--- src/rtl/controller_pkg.sv ---
// controller_pkg: constants and types shared by the controller's response path.
//   ASCII_CR / ASCII_LF : line terminators used in response words
//   UART_FRAME_BITS     : start + 8 data + stop
//   RESP_MAX_BYTES      : bytes carried by one response word
//   tx_state_t          : serialiser state encoding
package controller_pkg;
    localparam logic [7:0] ASCII_CR        = 8'h0D;
    localparam logic [7:0] ASCII_LF        = 8'h0A;
    localparam int         UART_FRAME_BITS = 10;
    localparam int         RESP_MAX_BYTES  = 4;

    typedef enum logic [1:0] {
        IDLE  = 2'd0,
        START = 2'd1,
        DATA  = 2'd2,
        STOP  = 2'd3
    } tx_state_t;
endpackage

--- src/rtl/uart_tx_byte.sv ---
// uart_tx_byte: 8N1 serialiser for one character.
//   clk   in  : system clock
//   rst   in  : asynchronous active-low reset
//   start in  : load data and begin a start bit on this edge (accepted in IDLE
//               or on the final cycle of a stop bit, so bytes chain gaplessly)
//   data  in  : character, bit 0 sent first
//   tx    out : serial line, idle high (registered)
//   done  out : high during the last cycle of the stop bit (registered)
module uart_tx_byte
    import controller_pkg::*;
#(
    parameter int DATA_WIDTH   = 8,
    parameter int CLKS_PER_BIT = 868
) (
    input  logic                  clk,
    input  logic                  rst,
    input  logic                  start,
    input  logic [DATA_WIDTH-1:0] data,
    output logic                  tx,
    output logic                  done
);
    localparam int TW = $clog2(CLKS_PER_BIT);
    localparam logic [TW-1:0] T_LOAD   = TW'(CLKS_PER_BIT - 1);
    localparam logic [2:0]    LAST_BIT = 3'(DATA_WIDTH - 1);

    tx_state_t             r_state;
    logic [TW-1:0]         r_timer;
    logic [2:0]            r_bit_idx;
    logic [DATA_WIDTH-1:0] r_shift;
    logic                  r_tx;
    logic                  r_done;

    assign tx   = r_tx;
    assign done = r_done;

    always_ff @(posedge clk or negedge rst) begin
        if (!rst) begin
            r_state   <= IDLE;
            r_timer   <= '0;
            r_bit_idx <= '0;
            r_shift   <= '0;
            r_tx      <= 1'b1;
            r_done    <= 1'b0;
        end else if (start && (r_state == IDLE || r_done)) begin
            // start bit is on the line from the accepting edge onward
            r_state   <= START;
            r_timer   <= T_LOAD;
            r_bit_idx <= '0;
            r_shift   <= data;
            r_tx      <= 1'b0;
            r_done    <= 1'b0;
        end else begin
            // done is raised one cycle ahead so it covers the final stop cycle
            r_done <= (r_state == STOP) && (r_timer == TW'(1));
            case (r_state)
                IDLE: r_tx <= 1'b1;
                START: begin
                    if (r_timer == '0) begin
                        r_state <= DATA;
                        r_timer <= T_LOAD;
                        r_tx    <= r_shift[0];
                    end else begin
                        r_timer <= r_timer - 1'b1;
                    end
                end
                DATA: begin
                    if (r_timer == '0) begin
                        r_timer <= T_LOAD;
                        if (r_bit_idx == LAST_BIT) begin
                            r_state <= STOP;
                            r_tx    <= 1'b1;
                        end else begin
                            r_bit_idx <= r_bit_idx + 1'b1;
                            r_shift   <= r_shift >> 1;
                            r_tx      <= r_shift[1];
                        end
                    end else begin
                        r_timer <= r_timer - 1'b1;
                    end
                end
                STOP: begin
                    if (r_timer == '0) begin
                        r_state <= IDLE;
                        r_tx    <= 1'b1;
                    end else begin
                        r_timer <= r_timer - 1'b1;
                    end
                end
                default: begin
                    r_state <= IDLE;
                    r_tx    <= 1'b1;
                end
            endcase
        end
    end
endmodule

--- src/rtl/response_sender.sv ---
// response_sender: sends up to four bytes of a response word over UART, LSB first.
//   clk                in  : system clock
//   rst                in  : asynchronous active-low reset
//   send_data_register in  : response word, byte 0 = [7:0] sent first
//   size_line          in  : byte count, clamped to 4; 0 means nothing to send
//   valid_data         in  : word/size valid; captured only while not busy
//   busy_sender_data   out : high from capture until the last stop bit ends
//   tx                 out : serial line, idle high
module response_sender
    import controller_pkg::*;
#(
    parameter int WORD_SIZE    = 32,
    parameter int SIZE_WORD    = 3,
    parameter int DATA_WIDTH   = 8,
    parameter int CLKS_PER_BIT = 868
) (
    input  logic                 clk,
    input  logic                 rst,
    input  logic [WORD_SIZE-1:0] send_data_register,
    input  logic [SIZE_WORD-1:0] size_line,
    input  logic                 valid_data,
    output logic                 busy_sender_data,
    output logic                 tx
);
    logic [WORD_SIZE-1:0]  r_word;
    logic [2:0]            r_count;
    logic [1:0]            r_byte_idx;
    logic                  r_busy;

    logic [2:0]            w_count;
    logic                  w_capture;
    logic                  w_more;
    logic                  w_done;
    logic                  w_start;
    logic [DATA_WIDTH-1:0] w_byte;

    assign w_count   = (size_line > SIZE_WORD'(RESP_MAX_BYTES)) ? 3'(RESP_MAX_BYTES)
                                                                : 3'(size_line);
    assign w_capture = valid_data && !r_busy && (w_count != 3'd0);
    assign w_more    = ({1'b0, r_byte_idx} + 3'd1) < r_count;
    // the next byte is launched on the same edge the previous stop bit ends
    assign w_start   = w_capture || (w_done && w_more);
    // first byte bypasses the latch so its start bit begins on the capture edge
    assign w_byte    = w_capture ? send_data_register[DATA_WIDTH-1:0]
                                 : r_word[DATA_WIDTH-1:0];

    assign busy_sender_data = r_busy;

    always_ff @(posedge clk or negedge rst) begin
        if (!rst) begin
            r_word     <= '0;
            r_count    <= '0;
            r_byte_idx <= '0;
            r_busy     <= 1'b0;
        end else if (w_capture) begin
            r_word     <= send_data_register >> DATA_WIDTH;
            r_count    <= w_count;
            r_byte_idx <= '0;
            r_busy     <= 1'b1;
        end else if (w_done) begin
            r_byte_idx <= r_byte_idx + 1'b1;
            if (w_more) r_word <= r_word >> DATA_WIDTH;
            else        r_busy <= 1'b0;
        end
    end

    uart_tx_byte #(
        .DATA_WIDTH  (DATA_WIDTH),
        .CLKS_PER_BIT(CLKS_PER_BIT)
    ) u_tx (
        .clk  (clk),
        .rst  (rst),
        .start(w_start),
        .data (w_byte),
        .tx   (tx),
        .done (w_done)
    );
endmodule

--- config.mk ---
export PLATFORM = sky130hd
export DESIGN_NAME = response_sender
export DESIGN_NICKNAME = d
export VERILOG_FILES = /design/src/rtl/controller_pkg.sv /design/src/rtl/uart_tx_byte.sv /design/src/rtl/response_sender.sv
export SDC_FILE = /design/constraint.sdc
export NUM_CORES = 1
export LEC_CHECK = 0
export CAP_MARGIN = 30
export CORE_ASPECT_RATIO = 2
export CORE_MARGIN = 2
export CORE_UTILIZATION = 63
export DETAILED_ROUTE_END_ITERATION = 8
export DONT_BUFFER_PORTS = 1
export GPL_TIMING_DRIVEN = 0
export MAX_ROUTING_LAYER = met4
export PLACE_DENSITY = 0.76
export SLEW_MARGIN = 40
export SYNTH_ARGS = -nofsm -noshare
export SYNTH_HDL_FRONTEND = slang
export SYNTH_SLANG_ARGS = --single-unit
--- constraint.sdc ---
create_clock -name clk -period 2.7 [get_ports clk]
set_input_delay 0.54 -clock clk [delete_from_list [all_inputs] [get_ports clk]]
set_output_delay 0.54 -clock clk [all_outputs]
set_load 0.01 [all_outputs]
# Word level (Yosys, flattened, before mapping)
# Cells that the tools add are included.
dict set report word_totals {
  register_bits 63
  input_bits 38
  word_cells 87
}
dict set report op_classes {
  add_sub_neg 4
  magnitude_cmp 2
  eq_ne 12
  n_mux 35
  reduce_logical 24
}
# operator n
set op_table {}
lappend op_table {{$mux W32} 3}
lappend op_table {{$mux W8} 5}
lappend op_table {{$mux W10} 3}
lappend op_table {{$pmux W10 S2} 1}
lappend op_table {{$mux W3} 5}
lappend op_table {{$mux W2} 7}
lappend op_table {{$eq A10 B1 Y1 const B} 1}
lappend op_table {{$logic_not A10 Y1} 1}
lappend op_table {{$sub A10 B1 Y10 const B} 1}
lappend op_table {{$mux W1} 9}
lappend op_table {{$ne A3 B1 Y1 const B} 3}
lappend op_table {{$reduce_bool A2 Y1} 4}
lappend op_table {{$ne A3 B2 Y1 const B} 2}
lappend op_table {{$pmux W2 S3} 1}
lappend op_table {{$reduce_and A2 Y1} 3}
lappend op_table {{$reduce_and A3 Y1} 2}
lappend op_table {{$reduce_bool A3 Y1} 2}
lappend op_table {{$logic_and A1 B1 Y1} 5}
lappend op_table {{$reduce_and A5 Y1} 1}
lappend op_table {{$eq A2 B2 Y1 const B} 2}
lappend op_table {{$pmux W1 S4} 1}
lappend op_table {{$reduce_bool A4 Y1} 1}
lappend op_table {{$add A2 B1 Y3 const B} 1}
lappend op_table {{$add A3 B1 Y3 const B} 1}
lappend op_table {{other kinds (11)} 12}

# Longest topological paths before layout
# Gate-level depths: netlist (run 1).
dict set report logic_depth {
  depth_word 8
  ltp_mapped 8
  depth_no_buf 6
}

# By module
# A second synthesis (run 1) with hierarchy kept.
dict set report hier_totals {
  cells_unflattened 315
  area_unflattened_um2 3098.0
}
# mod instances cells_each area_per_inst_um2
set by_module_without_submodules {}
lappend by_module_without_submodules {response_sender 1 172 1664.1}
lappend by_module_without_submodules {uart_tx_byte 1 143 1433.9}

# Worst setup path before layout (run 1)
# OpenSTA, ideal clock, no wires.
dict set report synth_path {
  path_kind {flip-flop to flip-flop}
  startpoint {reg r_byte_idx[0]}
  endpoint {reg u_tx.r_shift[0]}
  setup_ps 79
  t_arrival_ps 2076
  setup_slack_ps 545
  stages_incl_launch_ff 9
  n_path_buf 2
  period_less_slack_ps 2155
  path_cell_list {dfrtp_1 -> ha_1 -> ha_1 -> a21o_1 -> a311o_1 -> clkbuf_1 -> nand2_1 -> buf_2 -> mux2i_1}
}
dict set report synth_between {
  elab_chain_cells 7
}
# element line
set synth_lines {}
lappend synth_lines {{start, declared} response_sender.sv:27} ;# logic [1:0] r_byte_idx;
lappend synth_lines {{start signal, assigned} response_sender.sv:61} ;# r_byte_idx <= r_byte_idx + 1'b1;
lappend synth_lines {{$add A2 B1 Y3 *} response_sender.sv:40} ;# assign w_more = ({1'b0, r_byte_idx} + 3'd1) < r_count;
lappend synth_lines {{$lt A3 B3 Y1 *} response_sender.sv:40}
lappend synth_lines {{$logic_and A1 B1 Y1 *} response_sender.sv:42} ;# assign w_start = w_capture || (w_done && w_more);
lappend synth_lines {{$logic_or A1 B1 Y1 *} response_sender.sv:42}
lappend synth_lines {{$logic_and A1 B1 Y1 *} uart_tx_byte.sv:44} ;# end else if (start && (r_state == IDLE || r_done)) begin
lappend synth_lines {{$ne A2 B1 Y1 (no line) or $reduce_bool A2 Y1 (tied branches)} -}
lappend synth_lines {{$reduce_and A3 Y1 (no line)} -}
lappend synth_lines {{end signal, assigned} uart_tx_byte.sv:49} ;# r_shift <= data;
lappend synth_lines {{end signal, assigned} uart_tx_byte.sv:74} ;# r_shift <= r_shift >> 1;
lappend synth_lines {{end, declared} uart_tx_byte.sv:29} ;# logic [DATA_WIDTH-1:0] r_shift;
# Mark *: on every way between the ends. The rest lies on a longest branch, timed or not.
# A chain may end at the register's enable or synchronous reset.

# Final worst setup path (run 1)
dict set report layout_path {
  startpoint {reg r_byte_idx[0]}
  endpoint {reg u_tx.r_shift[7]}
}
# The elaborated chain is that of the path after synthesis.

==> results of run 1 <==
## flip-flops by register name, indices dropped and copies added (netlist names)
signal            flops
busy_sender_data      1
u_tx.r_state          2
u_tx.r_bit_idx        3
r_count               3
r_byte_idx            2
u_tx.done             1
u_tx.r_timer         10
u_tx.tx               1
r_word               24
u_tx.r_shift          8
## worst reg2reg max path, cell delays in order, from the launching register on
cell	delay, ns
dfrtp_1	0.43
ha_1	0.21
ha_1	0.32
a21o_1	0.19
a311o_1	0.32
clkbuf_1	0.21
nand2_1	0.17
buf_2	0.29
mux2i_1	0.23
## final cells by class
type / count / share of cell area
Multi-Input combinational cell: 193 / 0.468
Tap cell: 55 / 0.0218
Inverter: 10 / 0.0119
Buffer: 16 / 0.0226
Clock inverter: 2 / 0.00515
Sequential cell: 55 / 0.436
Clock buffer: 6 / 0.0261
Timing Repair Buffer: 1 / 0.00872
## worst paths after layout
| path | start | end | slack, ns |
|---|---|---|---|
| max | r_byte_idx[0]$_DFFE_PN0P_ | u_tx.r_shift[7]$_DFFE_PN0P_ | 0.26 |
| min | rst | u_tx.tx$_DFFE_PN1P_ | 0.07 |
| max reg2reg | r_byte_idx[0]$_DFFE_PN0P_ | u_tx.r_shift[7]$_DFFE_PN0P_ | 0.26 |
| min reg2reg | r_word[19]$_DFFE_PN0P_ | r_word[19]$_DFFE_PN0P_ | 0.52 |
| max in group asynchronous | rst | u_tx.r_timer[9]$_DFFE_PN0P_ | 2.38 |
| min in group clk | size_line[2] | r_count[0]$_DFFE_PN0N_ | 0.32 |
## cell families (layout without fill, tap and decap cells)
family | after synthesis | in the layout | share of synthesized area
AO/OA/AOI/OAI | 57 | 57 | 0.135
XOR/XNOR | 2 | 2 | 0.00592
adder cells (fa/ha/maj) | 13 | 13 | 0.0549
buffers and inverters | 26 | 35 | 0.0363
flip-flops | 55 | 55 | 0.465
multiplexers | 45 | 45 | 0.152
AND/OR/NAND/NOR | 76 | 76 | 0.150
## stage by stage
step | setup WS [ns] | area [µm²]
finish | 0.260 | 3160
global route | 0.0787 | 3160
CTS | 0.159 | 3160
detailed placement | 0.179 | 3030
global placement | 0.173 | 3030
floorplan | 0.545 | 2960
## power breakdown
part           internal, µW  switching [µW]
clock network           210             273
logic                  34.5            40.7
registers               849            15.1
total                  1090             329
## per-layer routing
layer | wire (µm) | share of wire
met4 | 92 | 0.015
met5 | 0 | 0
met1 | 2180 | 0.36
met2 | 3560 | 0.59
met3 | 174 | 0.029
## layout by cell type (no fill, tap or decap), types with 4 or more instances in the layout
| cell type | synthesis | routed |
|---|---|---|
| nor3_1 | 6 | 6 |
| dfrtp_1 | 54 | 54 |
| ha_1 | 13 | 13 |
| o21ai_0 | 4 | 4 |
| o21ai_1 | 18 | 18 |
| nand2_1 | 9 | 9 |
| nor2_1 | 16 | 16 |
| clkbuf_8 | 0 | 6 |
| a22o_1 | 8 | 8 |
| nand3_1 | 19 | 19 |
| mux2i_1 | 45 | 45 |
| clkbuf_1 | 10 | 9 |
| buf_2 | 5 | 5 |
| a2bb2oi_1 | 4 | 4 |
| inv_1 | 10 | 10 |
## repair_timing
action	4_1_cts	5_1_grt
endpoints found under the setup margin	0	2
hold buffers	1	0
resized for setup	0	2
hold endpoints to repair	54	0
==> flow_metrics.py, run 1 <==
metrics = {
    "outcome": {
        "outcome": "completed",
    },
    "global_route": {
        "grt_overflow": 0,
        "grt_pass1_wl_um": 10200,
        "grt_max_degree": 55,
        "grt_use_met1": 0.258,
        "antenna_found_initial": 0,
        "first_global_vias": 2338,
        "busiest_layer": "met2",
        "met3_usage": 0.0401,
        "track_usage": 0.265,
        "use_met2": 0.505,
    },
    "detailed_routing": {
        "detail-route-antenna-nets": 0,
        "drc": 0,
        "wl_per_cell_um": 17.8,
        "num_vias": 2097,
        "drtIter0Drc": 20,
        "drtPass1Iterations": 4,
        "wirelength_um": 6010,
        "vias_per_cell": 6.20,
    },
    "critical_path": {
        "cp_num_buf_inv": 2,
        "path_depth": 8,
        "crit_family": "adder cells",
        "r2r_cells": 8,
        "critPathSlowestCell": "dfrtp_1",
        "path_max_fanout": 10,
        "worst_setup_path_start_kind": "flip-flop",
        "critPathKind": "reg2reg",
        "cp_common_cell": "ha_1",
        "worstSetupEndpointType": "flip-flop",
        "crit_chain": "ha_1 -> ha_1 -> a21o_1 -> a311o_1 -> clkbuf_1 -> nand2_1 -> buf_2 -> mux2i_1",
        "worstPathArrival_ns": 2.67,
        "worstPathRequired_ns": 2.93,
        "cp_slowest_stage_delay_ns": 0.43,
    },
    "timing": {
        "finClkSkew_ns": 0.00778,
        "worst_slew_pin_slew_ns": 0.684,
        "relSlewSlack": 0.543,
        "slew_viol_final": 0,
        "rsz0062_at_grt": "no",
        "final.setup.tns_ns": 0,
        "hold_viol_final": 0,
        "fin_crit_sh": 0.904,
        "min_period_ns": 2.44,
        "timing.hold.ws_ns": 0.0651,
        "setup_viol": 0,
        "max_freq_ghz": 0.410,
    },
    "job": {
        "cap_violations": 0,
    },
    "pwr": {
        "p_leak_uw": 0.00149,
        "peakVddDrop_v": 0.000444,
        "p_total_uw": 1420,
        "p_per_area_nw_per_um2": 450,
    },
    "place": {
        "portBuffers": 0,
        "hpwl_um": 4600,
        "place_inst": 329,
        "place.gp.congestion": 0.760,
    },
    "finish": {
        "fillerInstances": 370,
        "multi_input_area_um2": 1480,
        "syn_to_final_growth_pct": 6.63,
        "final_util": 0.693,
        "register_area_um2": 1380,
        "drive_above_1_share": 0.0848,
        "fin_nets": 333,
        "antenna_cells": 0,
        "fin_cells": 338,
    },
    "yosys": {
        "yosysMostFrequentCell": "dfrtp_1",
        "synth_top_area_cell": "dfrtp_1",
        "synth_nets": 325,
        "synth_top_area_frac": 0.456,
        "netlist_area_um2": 2960,
        "synth_edf_count": 0,
        "yosysSeqAreaShare": 0.465,
        "yosys-top-cells-area": "dfrtp_1 46%, mux2i_1 15%, ha_1 5.5%",
        "ys_types": 48,
        "yosys-top-cells-count": "54 x dfrtp_1, 45 x mux2i_1, 19 x nand3_1, 18 x o21ai_1, 16 x nor2_1",
        "syn_avg_cell_area_um2": 10.8,
        "yosysWarnings": 0,
        "syn-instance-count": 274,
        "ys_seq_elements": 55,
        "synthFlopType": "dfrtp_1",
        "synth_async_sr_flop_share": 1.00,
    },
    "clock_network": {
        "clk_pin_slew_ns": 0.10,
        "htree_levels": 2,
        "cts.path.max_buffers": 2,
        "clk_latency_ns": 0.31,
        "cts_tree": "done",
        "cts.sinks": 55,
        "root_buffer": "clkbuf_8",
        "cts_buffers": 5,
        "postCtsSetupRepairBufs": 0,
    },
    "floorplanning": {
        "dieArea_um2": 5300,
        "die_width_um": 52.5,
        "core-area_um2": 4550,
        "start_util": 0.650,
        "rows": 35,
        "io_pins": 40,
        "dieHeight_um": 101,
    },
    "min_path": {
        "hold_path_class": "in2async",
    },
}
Note: power is estimated with default switching activity, not from simulation.
==> run 2: changes to the inputs <==
--- a/config.mk
+++ b/config.mk
@@ -5,7 +5,7 @@
 export SDC_FILE = /design/constraint.sdc
 export NUM_CORES = 1
 export LEC_CHECK = 0
-export CAP_MARGIN = 30
+export CAP_MARGIN = 20
 export CORE_ASPECT_RATIO = 2
 export CORE_MARGIN = 2
 export CORE_UTILIZATION = 63
@@ -14,7 +14,9 @@
 export GPL_TIMING_DRIVEN = 0
 export MAX_ROUTING_LAYER = met4
 export PLACE_DENSITY = 0.76
+export SKIP_CTS_REPAIR_TIMING = 1
 export SLEW_MARGIN = 40
 export SYNTH_ARGS = -nofsm -noshare
 export SYNTH_HDL_FRONTEND = slang
+export SYNTH_HIERARCHICAL = 1
 export SYNTH_SLANG_ARGS = --single-unit
==> flow_metrics.py, run 2 <==
metrics = {
    "outcome": {
        "outcome": "completed",
    },
    "critical_path": {
        "worst_setup_path_start_kind": "flip-flop",
        "cp-endpoint": "u_tx/r_timer[0]$_DFFE_PN0P_",
        "r2r_cells": 10,
        "cp_common_cell": "ha_1",
        "crit_chain": "ha_1 -> ha_1 -> nand2_2 -> o211ai_4 -> buf_6 -> nand2_1 -> o21a_1 -> clkbuf_2 -> nor4_1 -> a31oi_1",
        "critPathKind": "reg2reg",
        "ff2ff_setup_slack_ns": 0.13,
        "worstPathArrival_ns": 2.75,
        "critPathSlowestCell": "dfrtp_1",
        "crit_start": "r_byte_idx[0]$_DFFE_PN0P_",
        "timing.rr.start": "r_byte_idx[0]$_DFFE_PN0P_",
        "worstPathRequired_ns": 2.88,
        "worstSetupEndpointType": "flip-flop",
        "path_max_fanout": 10,
        "cp_slowest_stage_delay_ns": 0.42,
        "regToRegEndpoint": "u_tx/r_timer[0]$_DFFE_PN0P_",
    },
    "finish": {
        "final_cell_mix": "69 x nand2_1, 54 x dfrtp_1, 20 x nor2_1",
        "fillerInstances": 385,
        "largest-register": "r_word",
        "final_common_cell": "nand2_1",
        "largest_reg_flops": 24,
        "antenna_cells": 0,
        "drive_above_1_share": 0.188,
        "reg_top3": "r_word: 24 flops, u_tx/r_timer: 10 flops, u_tx/r_shift: 8 flops",
        "design_area_um2": 3300,
        "fin_nets": 374,
        "syn_to_final_growth_pct": 6.50,
    },
    "detailed_routing": {
        "wirelength_um": 6610,
        "num_vias": 2290,
        "drc": 0,
        "drtIter0Drc": 65,
        "detail-route-antenna-nets": 0,
        "vias_per_cell": 5.99,
        "wl_per_cell_um": 17.3,
        "drtPass1Iterations": 4,
    },
    "timing": {
        "relSlewSlack": 0.633,
        "slew_viol_final": 0,
        "timing.hold.ws_ns": 0.0470,
        "worst_slew_pin_slew_ns": 0.543,
        "hold_viol_final": 0,
        "min_period_ns": 2.57,
        "fin_crit_sh": 0.952,
        "finalWorstSetupSlack_ns": 0.130,
        "finClkSkew_ns": 0.00879,
        "max_freq_ghz": 0.389,
        "final.setup.tns_ns": 0,
        "setup_viol": 0,
    },
    "yosys": {
        "yosys-top-cells-area": "dfrtp_1 44%, nand2_1 8.4%, ha_1 4.8%",
        "synth_top_area_frac": 0.436,
        "synthFlopType": "dfrtp_1",
        "syn-instance-count": 315,
        "ys_types": 57,
        "synth_async_sr_flop_share": 1.00,
        "synth_top_area_cell": "dfrtp_1",
        "synth_nets": 365,
        "netlist_area_um2": 3100,
        "synth_edf_count": 0,
        "yosys-top-cells-count": "69 x nand2_1, 54 x dfrtp_1, 20 x nor2_1, 18 x a21oi_1, 13 x o21ai_0",
        "yosysSeqAreaShare": 0.445,
        "yosysMostFrequentCell": "nand2_1",
        "ys_seq_elements": 55,
        "syn_avg_cell_area_um2": 9.83,
        "yosysWarnings": 6,
    },
    "global_route": {
        "antenna_found_initial": 0,
        "grt_overflow": 0,
        "grt_pass1_wl_um": 10400,
        "track_usage": 0.267,
        "first_global_vias": 2359,
        "grt_max_degree": 56,
    },
    "floorplanning": {
        "dieHeight_um": 103,
        "die_width_um": 53.6,
        "io_pins": 40,
        "core-area_um2": 4820,
        "start_util": 0.643,
        "dieArea_um2": 5530,
        "rows": 36,
    },
    "clock_network": {
        "cts.sinks": 55,
        "root_buffer": "clkbuf_8",
        "htree_levels": 2,
        "cts_buffers": 5,
        "cts_tree": "done",
        "clk_latency_ns": 0.32,
        "cts.path.max_buffers": 2,
        "clk_pin_slew_ns": 0.10,
    },
    "job": {
        "cap_violations": 0,
    },
    "min_path": {
        "hold_path_class": "in2async",
    },
    "pwr": {
        "p_leak_uw": 0.00151,
        "peakVddDrop_v": 0.000714,
        "p_total_uw": 2880,
        "p_per_area_nw_per_um2": 872,
    },
    "place": {
        "portBuffers": 0,
        "place_area_um2": 3170,
        "place_ws_ns": 0.0119,
        "hpwl_um": 4840,
        "place.gp.congestion": 0.782,
    },
}
run 2: changes by cell type after synthesis, sizes merged, moves of 6 or more:
cell	previous run	this run
a22o	8	2
nand2	9	75
buf	6	12
nand3	19	11
mux2i	45	11
clkbuf	10	3
o211ai	1	9
a21oi	2	23
run 2: metrics by stage:
step	instances	utilization
3_3_place_gp	372	0.658
2_1_floorplan	315	-
3_5_place_dp	372	0.658
5_1_grt	382	0.685
4_1_cts	380	0.675
6_report	382	0.685
run 2: cell families after synthesis:
kind of cell    after synthesis  share of synthesized area
compound gates               79                      0.195
mux                          11                     0.0355
fa+ha+maj                    12                     0.0485
xor+xnor                      2                    0.00566
buf+inv                      22                     0.0473
simple gates                134                      0.223
flops                        55                      0.445
run 2: how the worst min path moves through the flow:
stage,end,depth (start not counted)
CTS,u_tx/r_timer[8]$_DFFE_PN0P_,0
detailed placement,u_tx/r_timer[4]$_DFFE_PN0P_,0
finish,u_tx/tx$_DFFE_PN1P_,0
global placement,u_tx/r_timer[2]$_DFFE_PN0P_,0
floorplan,busy_sender_data$_DFFE_PN0P_,0
global route,u_tx/tx$_DFFE_PN1P_,0
run 2: where the power goes:
| group | total, µW | switching, µW | internal, µW |
|---|---|---|---|
| Combinational | 1010 | 550 | 460 |
| Clock | 453 | 274 | 178 |
| Sequential | 1420 | 273 | 1140 |
| Total | 2880 | 1100 | 1780 |
run 2: layout make-up:
class | instances | area (µm²) | share of cell area
flip-flops and latches | 55 | 1380 | 0.418
repair buffers | 2 | 35.0 | 0.0106
multi-input cells | 238 | 1580 | 0.480
clock inverters | 3 | 15.0 | 0.00455
inverters | 7 | 26.3 | 0.00796
well taps | 57 | 71.3 | 0.0216
plain buffers | 15 | 121 | 0.0368
clock buffers | 5 | 68.8 | 0.0209
run 2: worst max-delay path: cells and delay by family, from the launching register on:
kind	cells	cell delay [ns]
fa+ha+maj	2	0.61
simple gates	3	0.49
compound gates	3	0.47
buf+inv	2	0.44
flops	1	0.42
run 2: layer usage:
| metal | share of wire | wire length (µm) | global-route usage |
|---|---|---|---|
| met1 | 0.36 | 2350 | 0.258 |
| met2 | 0.59 | 3910 | 0.494 |
| met3 | 0.030 | 200 | 0.0575 |
| met4 | 0.023 | 155 | 0.105 |
| met5 | 0 | 0 | - |
